--- src/rtl/bus_gate_arbiter.sv ---
// bus_gate_arbiter
//   Sequencer for the shared 16-bit CPU bus gates. Four sources (MDR, ALU,
//   PC, MARMUX) request the bus. At most one is granted at a time through
//   one-hot registered gate enables. Ownership is round-robin and there is
//   exactly one dead (turnaround) cycle between consecutive owners.
//
//   Optional feature, macro BUS_ARB_PREEMPT_EN: an owner that has held the
//   bus for MAX_HOLD cycles is forced off when another source is pending.
//   Without the macro, MAX_HOLD is ignored and preempt is tied low.
//
// Parameters
//   MAX_HOLD    owned cycles before preemption can trigger (1..255)
// Ports
//   Clk         rising-edge clock
//   Reset_n     asynchronous active-low reset
//   req[3:0]    requests: bit0 MDR, bit1 ALU, bit2 PC, bit3 MARMUX
//   gateMDR, gateALU, gatePC, gateMARMUX   registered one-hot gate enables
//   owner[1:0]  current owner index while bus_busy, else 0
//   bus_busy    high while a source owns the bus
//   preempt     one-cycle pulse in the turnaround after a forced release
module bus_gate_arbiter #(
  parameter int unsigned MAX_HOLD = 8
) (
  input  logic       Clk,
  input  logic       Reset_n,
  input  logic [3:0] req,
  output logic       gateMDR,
  output logic       gateALU,
  output logic       gatePC,
  output logic       gateMARMUX,
  output logic [1:0] owner,
  output logic       bus_busy,
  output logic       preempt
);

  if (MAX_HOLD < 1 || MAX_HOLD > 255) begin : g_bad_max_hold
    $error("bus_gate_arbiter: MAX_HOLD must be in 1..255");
  end

  typedef enum logic [1:0] {
    IDLE = 2'd0,
    OWN  = 2'd1,
    TURN = 2'd2
  } state_e;

  state_e     state_q, state_d;
  logic [1:0] owner_q, owner_d;
  logic [1:0] rr_last_q, rr_last_d;
  logic [3:0] gate_q, gate_d;
  logic       busy_q, busy_d;

  logic       grant_valid;
  logic [1:0] grant_idx;
  logic [1:0] cand;
  logic       preempt_hit;

  // Round-robin search starting one past the last winner.
  always_comb begin
    grant_valid = 1'b0;
    grant_idx   = '0;
    cand        = '0;
    for (int unsigned k = 1; k <= 4; k++) begin
      cand = rr_last_q + 2'(k);
      if (!grant_valid && req[cand]) begin
        grant_valid = 1'b1;
        grant_idx   = cand;
      end
    end
  end

`ifdef BUS_ARB_PREEMPT_EN
  localparam int unsigned    HW       = $clog2(MAX_HOLD + 1);
  localparam logic [HW-1:0]  HOLD_MAX = HW'(MAX_HOLD);

  logic [HW-1:0] hold_q, hold_d;
  logic [3:0]    owner_mask;
  logic          preempt_q;

  assign owner_mask  = 4'b0001 << owner_q;
  // Only a still-requesting owner is forced off; a voluntary drop wins.
  assign preempt_hit = (state_q == OWN) && req[owner_q] &&
                       (hold_q == HOLD_MAX) && (|(req & ~owner_mask));

  // Counter is held at zero outside OWN, so every tenure starts from 0.
  always_comb begin
    hold_d = hold_q;
    if (state_q != OWN) begin
      hold_d = '0;
    end else if (hold_q != HOLD_MAX) begin
      hold_d = hold_q + 1'b1;
    end
  end

  always_ff @(posedge Clk or negedge Reset_n) begin
    if (!Reset_n) begin
      hold_q    <= '0;
      preempt_q <= 1'b0;
    end else begin
      hold_q    <= hold_d;
      preempt_q <= preempt_hit;
    end
  end

  assign preempt = preempt_q;
`else
  assign preempt_hit = 1'b0;
  assign preempt     = 1'b0;
`endif

  always_comb begin
    state_d   = state_q;
    owner_d   = owner_q;
    rr_last_d = rr_last_q;
    case (state_q)
      IDLE, TURN: begin
        owner_d = '0;
        if (grant_valid) begin
          state_d   = OWN;
          owner_d   = grant_idx;
          rr_last_d = grant_idx;
        end else begin
          state_d = IDLE;
        end
      end
      OWN: begin
        if (!req[owner_q] || preempt_hit) begin
          state_d = TURN;
          owner_d = '0;
        end
      end
      default: begin
        state_d = IDLE;
        owner_d = '0;
      end
    endcase
  end

  // Gates and busy are registered from next state so outputs come straight
  // off flops.
  always_comb begin
    busy_d = (state_d == OWN);
    gate_d = busy_d ? (4'b0001 << owner_d) : 4'b0000;
  end

  always_ff @(posedge Clk or negedge Reset_n) begin
    if (!Reset_n) begin
      state_q   <= IDLE;
      owner_q   <= '0;
      rr_last_q <= 2'd3;
      gate_q    <= '0;
      busy_q    <= 1'b0;
    end else begin
      state_q   <= state_d;
      owner_q   <= owner_d;
      rr_last_q <= rr_last_d;
      gate_q    <= gate_d;
      busy_q    <= busy_d;
    end
  end

  assign gateMDR    = gate_q[0];
  assign gateALU    = gate_q[1];
  assign gatePC     = gate_q[2];
  assign gateMARMUX = gate_q[3];
  assign owner      = owner_q;
  assign bus_busy   = busy_q;

endmodule

--- config.mk ---
export PLATFORM = sky130hd
export DESIGN_NAME = bus_gate_arbiter
export DESIGN_NICKNAME = d
export VERILOG_FILES = /design/src/rtl/bus_gate_arbiter.sv
export SDC_FILE = /design/constraint.sdc
export NUM_CORES = 1
export LEC_CHECK = 0
export CORE_MARGIN = 2
export CORE_UTILIZATION = 42
export DETAILED_ROUTE_END_ITERATION = 8
export GPL_TIMING_DRIVEN = 0
export PLACE_DENSITY = 0.71
export SYNTH_ARGS = -nofsm -noshare
export SYNTH_HDL_FRONTEND = slang
export SYNTH_SLANG_ARGS = --single-unit
--- constraint.sdc ---
create_clock -name Clk -period 1.6 [get_ports Clk]
set_clock_uncertainty 0.05 [all_clocks]
set_input_delay 0.48 -clock Clk [delete_from_list [all_inputs] [get_ports Clk]]
set_output_delay 0.48 -clock Clk [all_outputs]
set_load 0.02 [all_outputs]
# [Word level (Yosys, flattened, before mapping)]
# Index checks and enable logic that the tools add are counted.
[op_classes] n_reduce_logical=9 magnitude_cmp=5 n_mux=25 eq_ne=3 shift=1 add_sub_neg=3
[ops] cell="2-bit by 3-bit < comparator with 1-bit output (second input constant)" n=5
[ops] cell="2-bit two-way mux" n=7
[ops] cell="1-bit binary-select mux with 2-bit select" n=5
[ops] cell="1-bit two-way mux" n=10
[ops] cell="2-bit case mux with 2 select lines" n=2
[ops] cell="2-bit adder (second input constant)" n=2
[ops] cell="2-bit by 1-bit == test with 1-bit output (second input constant)" n=2
[ops] cell="4-bit two-way mux" n=1
[ops] cell="1-bit by 2-bit left shift with 4-bit output (first input constant)" n=1
[ops] cell="1-bit logical AND" n=3
[ops] cell="1-bit zero test" n=3
[ops] cell="2-bit by 1-bit adder with 2-bit output (second input constant)" n=1
[ops] cell="2-bit == test (second input constant)" n=1
[ops] cell="2-bit zero test" n=1
[ops] cell="2-bit AND reduction" n=1
[ops] cell="2-bit OR reduction" n=1
[word_totals] word_cells=51 input_bits=6 ff_bits=11

# [Depth between registers and ports, before layout]
[depth] ltp_word=17 ltp_mapped=4 ltp_nobuf=4

# [Worst setup path after synthesis]
# No wires, ideal clock.
[synth_path] path_kind="reg2reg" from="register owner_q[1] (netlist: owner[1])" to="register gate_q[0]" stages_incl_launch_ff=5 arrival_time_ns=1.402 setup_time_ns=0.138 required_ns=1.412 path_buffers=0 synth_period_minus_slack_ns=1.590 path_slack_ns=0.010 cell_sequence="dfrtp_1 -> mux4_1 -> nand3b_1 -> o41a_1 -> a211oi_2"
[synth_via] elab_chain_len=6
[synth_rtl] item="start: declaration" line="47" rtl="logic [1:0] owner_q, owner_d;"
[synth_rtl] item="start signal: assignment" line="154" rtl="owner_q <= owner_d;"
[synth_rtl] item="1-bit binary-select mux with 2-bit select" line="126" rtl="if (!req[owner_q] || preempt_hit) begin"
[synth_rtl] item="1-bit two-way mux (implied by the code)" line="126"
[synth_rtl] item="2-bit two-way mux" line="126"
[synth_rtl] item="2-bit case mux with 2 select lines" line="114" rtl="case (state_q)"
[synth_rtl] item="2-bit by 1-bit == test with 1-bit output or 1-bit by 2-bit left shift with 4-bit output (tied branches)" line="141, 142"
[synth_rtl] item="4-bit two-way mux (*)" line="142" rtl="gate_d = busy_d ? (4'b0001 << owner_d) : 4'b0000;"
[synth_rtl] item="net gate_d[0]" line="49" rtl="logic [3:0] gate_q, gate_d;"
[synth_rtl] item="end signal: assignment" line="156" rtl="gate_q <= gate_d;"
[synth_rtl] item="end: declaration" line="49"
# The timed path passes the listed nets; every way through them passes the cells marked *. The select of a mux whose other input is x is not followed.
# A chain may end at the register's enable or synchronous reset.

# [Worst setup path after layout]
[layout_path] from="register rr_last_q[1]" to="register gate_q[0]"
[layout_via] elab_chain_len=17
[layout_rtl] item="start: declaration" line="48" rtl="logic [1:0] rr_last_q, rr_last_d;"
[layout_rtl] item="start signal: assignment" line="155" rtl="rr_last_q <= rr_last_d;"
[layout_rtl] item="2-bit by 1-bit adder with 2-bit output" line="63" rtl="cand = rr_last_q + 2'(k);"
[layout_rtl] item="1-bit binary-select mux with 2-bit select" line="64" rtl="if (!grant_valid && req[cand]) begin"
[layout_rtl] item="1-bit two-way mux (implied by the code)" line="64"
[layout_rtl] item="1-bit two-way mux" line="64"
[layout_rtl] item="1-bit zero test" line="64"
[layout_rtl] item="1-bit logical AND" line="64"
[layout_rtl] item="1-bit two-way mux" line="64"
[layout_rtl] item="1-bit zero test" line="64"
[layout_rtl] item="[... 2 more ...]"
[layout_rtl] item="1-bit zero test" line="64"
[layout_rtl] item="1-bit logical AND" line="64"
[layout_rtl] item="1-bit two-way mux or 2-bit two-way mux (tied branches)" line="64"
[layout_rtl] item="1-bit two-way mux or 2-bit two-way mux (tied branches)" line="117" rtl="if (grant_valid) begin"
[layout_rtl] item="2-bit case mux with 2 select lines" line="114"
[layout_rtl] item="2-bit by 1-bit == test with 1-bit output or 1-bit by 2-bit left shift with 4-bit output (tied branches)" line="141, 142"
[layout_rtl] item="4-bit two-way mux (*)" line="142"
[layout_rtl] item="net gate_d[0]" line="49"
# Marked as above.

==> metrics.cfg <==
[status]
outcome=completed

[hold_path]
min_path_cells=1
timing.hold.worst.class=reg -> reg
hp-start=state_q[1]$_DFF_PN0_

[die]
floorplan.rows=13
total_die_area_um2=1760
design.portCount=14
die_height_um=41.9
floorplan.initialDensity_pct=45.9
core_outline_area_um2=1320
floorplan.die.width_um=41.9

[power]
p_leak_nw=0.366
peakVddDrop_uv=908
cellPowerDensity_nw_per_um2=1850
p_total_mw=1.52

[layout]
final_layout_size_suffix_gt1_share_pct=36.7
regArea_um2=278
number_of_antenna_repair_diodes=0
multi_input_comb_area_um2=357
layoutNonFillerInstCount=94
syn2layout_area_growth_pct=36.0
fillCellCount=116
design.final.nets=86
final_cell_area_um2=822

[critical_path]
endpoint_kind=flip-flop
worstPathRequired_ns=1.71
rr_worst_depth=4
crit_arrival_ns=1.71
worstSetupStartpointType=flip-flop
largest_fanout_on_the_critical_path=5
cp-startpoint=rr_last_q[1]$_DFFE_PN1P_
reg2reg_from=rr_last_q[1]$_DFFE_PN1P_
path_class=reg -> reg

[grt]
antenna_violations_before_repair=0
number_of_global_route_vias_before_repair=516
grt_remaining_overflow=0
grt_first_pass_wirelength_um=2130
track_usage_pct=15.8
pin_count_of_the_biggest_net_entering_global_routing=12

[route]
remaining_antenna_violation_count=0
routed_wl_um=1350
number_of_violations_reported_at_the_end_of_detailed_routing_iteration_0=13
drc=0
drt-wirelength-per-cell_um=14.4
detailroute.via_count=541
routed_via_density=5.76
number_of_search_and_repair_iterations_in_the_first_detailed_routing_pass=4

[yosys]
synth-main-ff-cell=sky130_fd_sc_hd__dfrtp_1
syn_avg_cell_area_um2=10.2
ys_seq_elements=11
postSynthCellCount=59
synth_fp_nets=65
post-synth-top-area-cell=sky130_fd_sc_hd__dfrtp_1
yosysWarningCount=0
synth-seq-area-share_pct=46.0
main_area_contributors_after_synthesis=sky130_fd_sc_hd__dfrtp_1 (37%), sky130_fd_sc_hd__dfstp_2 (8.7%), sky130_fd_sc_hd__nand2_1 (5.6%)
synth_edf_count=0
synth_top_area_share_pct=37.3
synth_cell_area_um2=604
asyncSetResetFlopFracSynth_pct=100
synth.lib_cells_used.distinct=30

[timing]
clock.fmax_ghz=0.626
timing.final.crit_period_ns=1.60
timing_hold_violations_final=0
final_worst_path_setup_slack_ns=0.00352
setup-violations-final=0
min_period_over_period_pct=99.8
timing.final.max_slew_violations=0
rsz0062_at_grt=false

[clock_tree]
latest_clock_arrival_within_the_worst_skew_pair_ns=0.26
tritoncts_clock_tree=built
clock_transition_at_path_regs_ns=0.07
postCtsHoldBufs=0
tritoncts.num_buffers=3
sink_count_of_the_clock_tree=11
ctsHtreeMaxLevel=1
root_buffer=sky130_fd_sc_hd__clkbuf_4
cts_max_path_buffers=2

[placement]
gpl.final_weighted_congestion=0.822
dp.final_hpwl_um=890
place_worst_setup_slack_ns=-0.602
placed_area_um2=743
post-place-cells=86
numPortBuffers=12

[run]
max_cap_violations=0

## registers in the layout (all words and copies together) (netlist names)
signal     flops
bus_busy       1
gate_q         4
owner          2
rr_last_q      2
state_q        2
## worst paths after layout
check                      slack (ns)                        to
setup reg to reg                0.004       gate_q[0]$_DFF_PN0_
max in group asynchronous        0.66  rr_last_q[0]$_DFFE_PN1P_
setup / recovery                0.004       gate_q[0]$_DFF_PN0_
hold reg to reg                  0.41      state_q[1]$_DFF_PN0_
min in group asynchronous        0.49        owner[0]$_DFF_PN0_
hold / removal                   0.41      state_q[1]$_DFF_PN0_
## synthesized netlist by cell type (all sizes together) (2+ instances only)
cell	n
a21o	2
a21oi	6
dfrtp	9
dfstp	2
nand2	9
nor2	3
nor2b	3
nor3	2
nor3b	4
## placed cells by master (no fill, tap or decap), drive strengths merged, types with 2 or more instances in the layout
cell and instances:
clkbuf 5, clkdlybuf4s15 3, nor2b 3, buf 6
a21oi 6, nor3b 4, dlygate4sd2 6, nor3 2
nand2 9, dfrtp 9, nor2 3, dfstp 2
a21o 2
## repair_timing
action,in CTS,in global routing
cloned,0,0
pin swaps,1,2
resized for setup,20,12
buffers inserted,1,3
setup endpoints to repair,18,6
## cells by family (layout without fill, tap and decap cells)
family / Yosys count / after routing / synth area share (%)
AND/OR/NAND/NOR: 27 / 27 / 25.1
AO/OA/AOI/OAI: 17 / 17 / 21.1
flip-flops: 11 / 11 / 46.0
multiplexers: 2 / 2 / 6.01
other: 1 / 1 / 0.621
buffers and inverters: 1 / 21 / 1.24
## worst max-delay path: stages (launching register included)
cell and delay, ns:
sky130_fd_sc_hd__dfstp_2 0.57, sky130_fd_sc_hd__nor2b_1 0.06, sky130_fd_sc_hd__o22a_2 0.20, sky130_fd_sc_hd__o311a_1 0.42, sky130_fd_sc_hd__a211oi_2 0.21
## power breakdown
part / internal (mW) / total [mW] / switching, mW
sequential: 0.420 / 0.531 / 0.110
combinational: 0.376 / 0.810 / 0.434
clock: 0.0964 / 0.182 / 0.0857
## metrics by stage
step / hold WS (ns) / TNS (ns) / utilization, %
finish: 0.408 / 0 / 62.4
global route: 0.428 / 0 / 62.4
CTS: 0.390 / 0 / 58.6
detailed placement: 0.379 / -5.14 / 56.4
global placement: 0.374 / -5.07 / 56.4
floorplan: 0.134 / 0 / -
## final cells by class
| type | instances | area share, % |
|---|---|---|
| multi-input combinational | 47 | 43.4 |
| sequential | 11 | 33.8 |
| timing repair buffer | 16 | 16.4 |
| clock buffer | 4 | 3.20 |
| tap | 15 | 2.28 |
| buffer | 1 | 0.913 |
## metal layers
layer  global-route usage [%]  wire length [µm]  up-vias
met5                        0                 0        -
met2                     26.3               712       18
met3                     6.09                82        4
met1                     18.5               532      260
met4                     5.16                21        0
li1                         -                 -      259
Power figures use the tool's default switching activity.
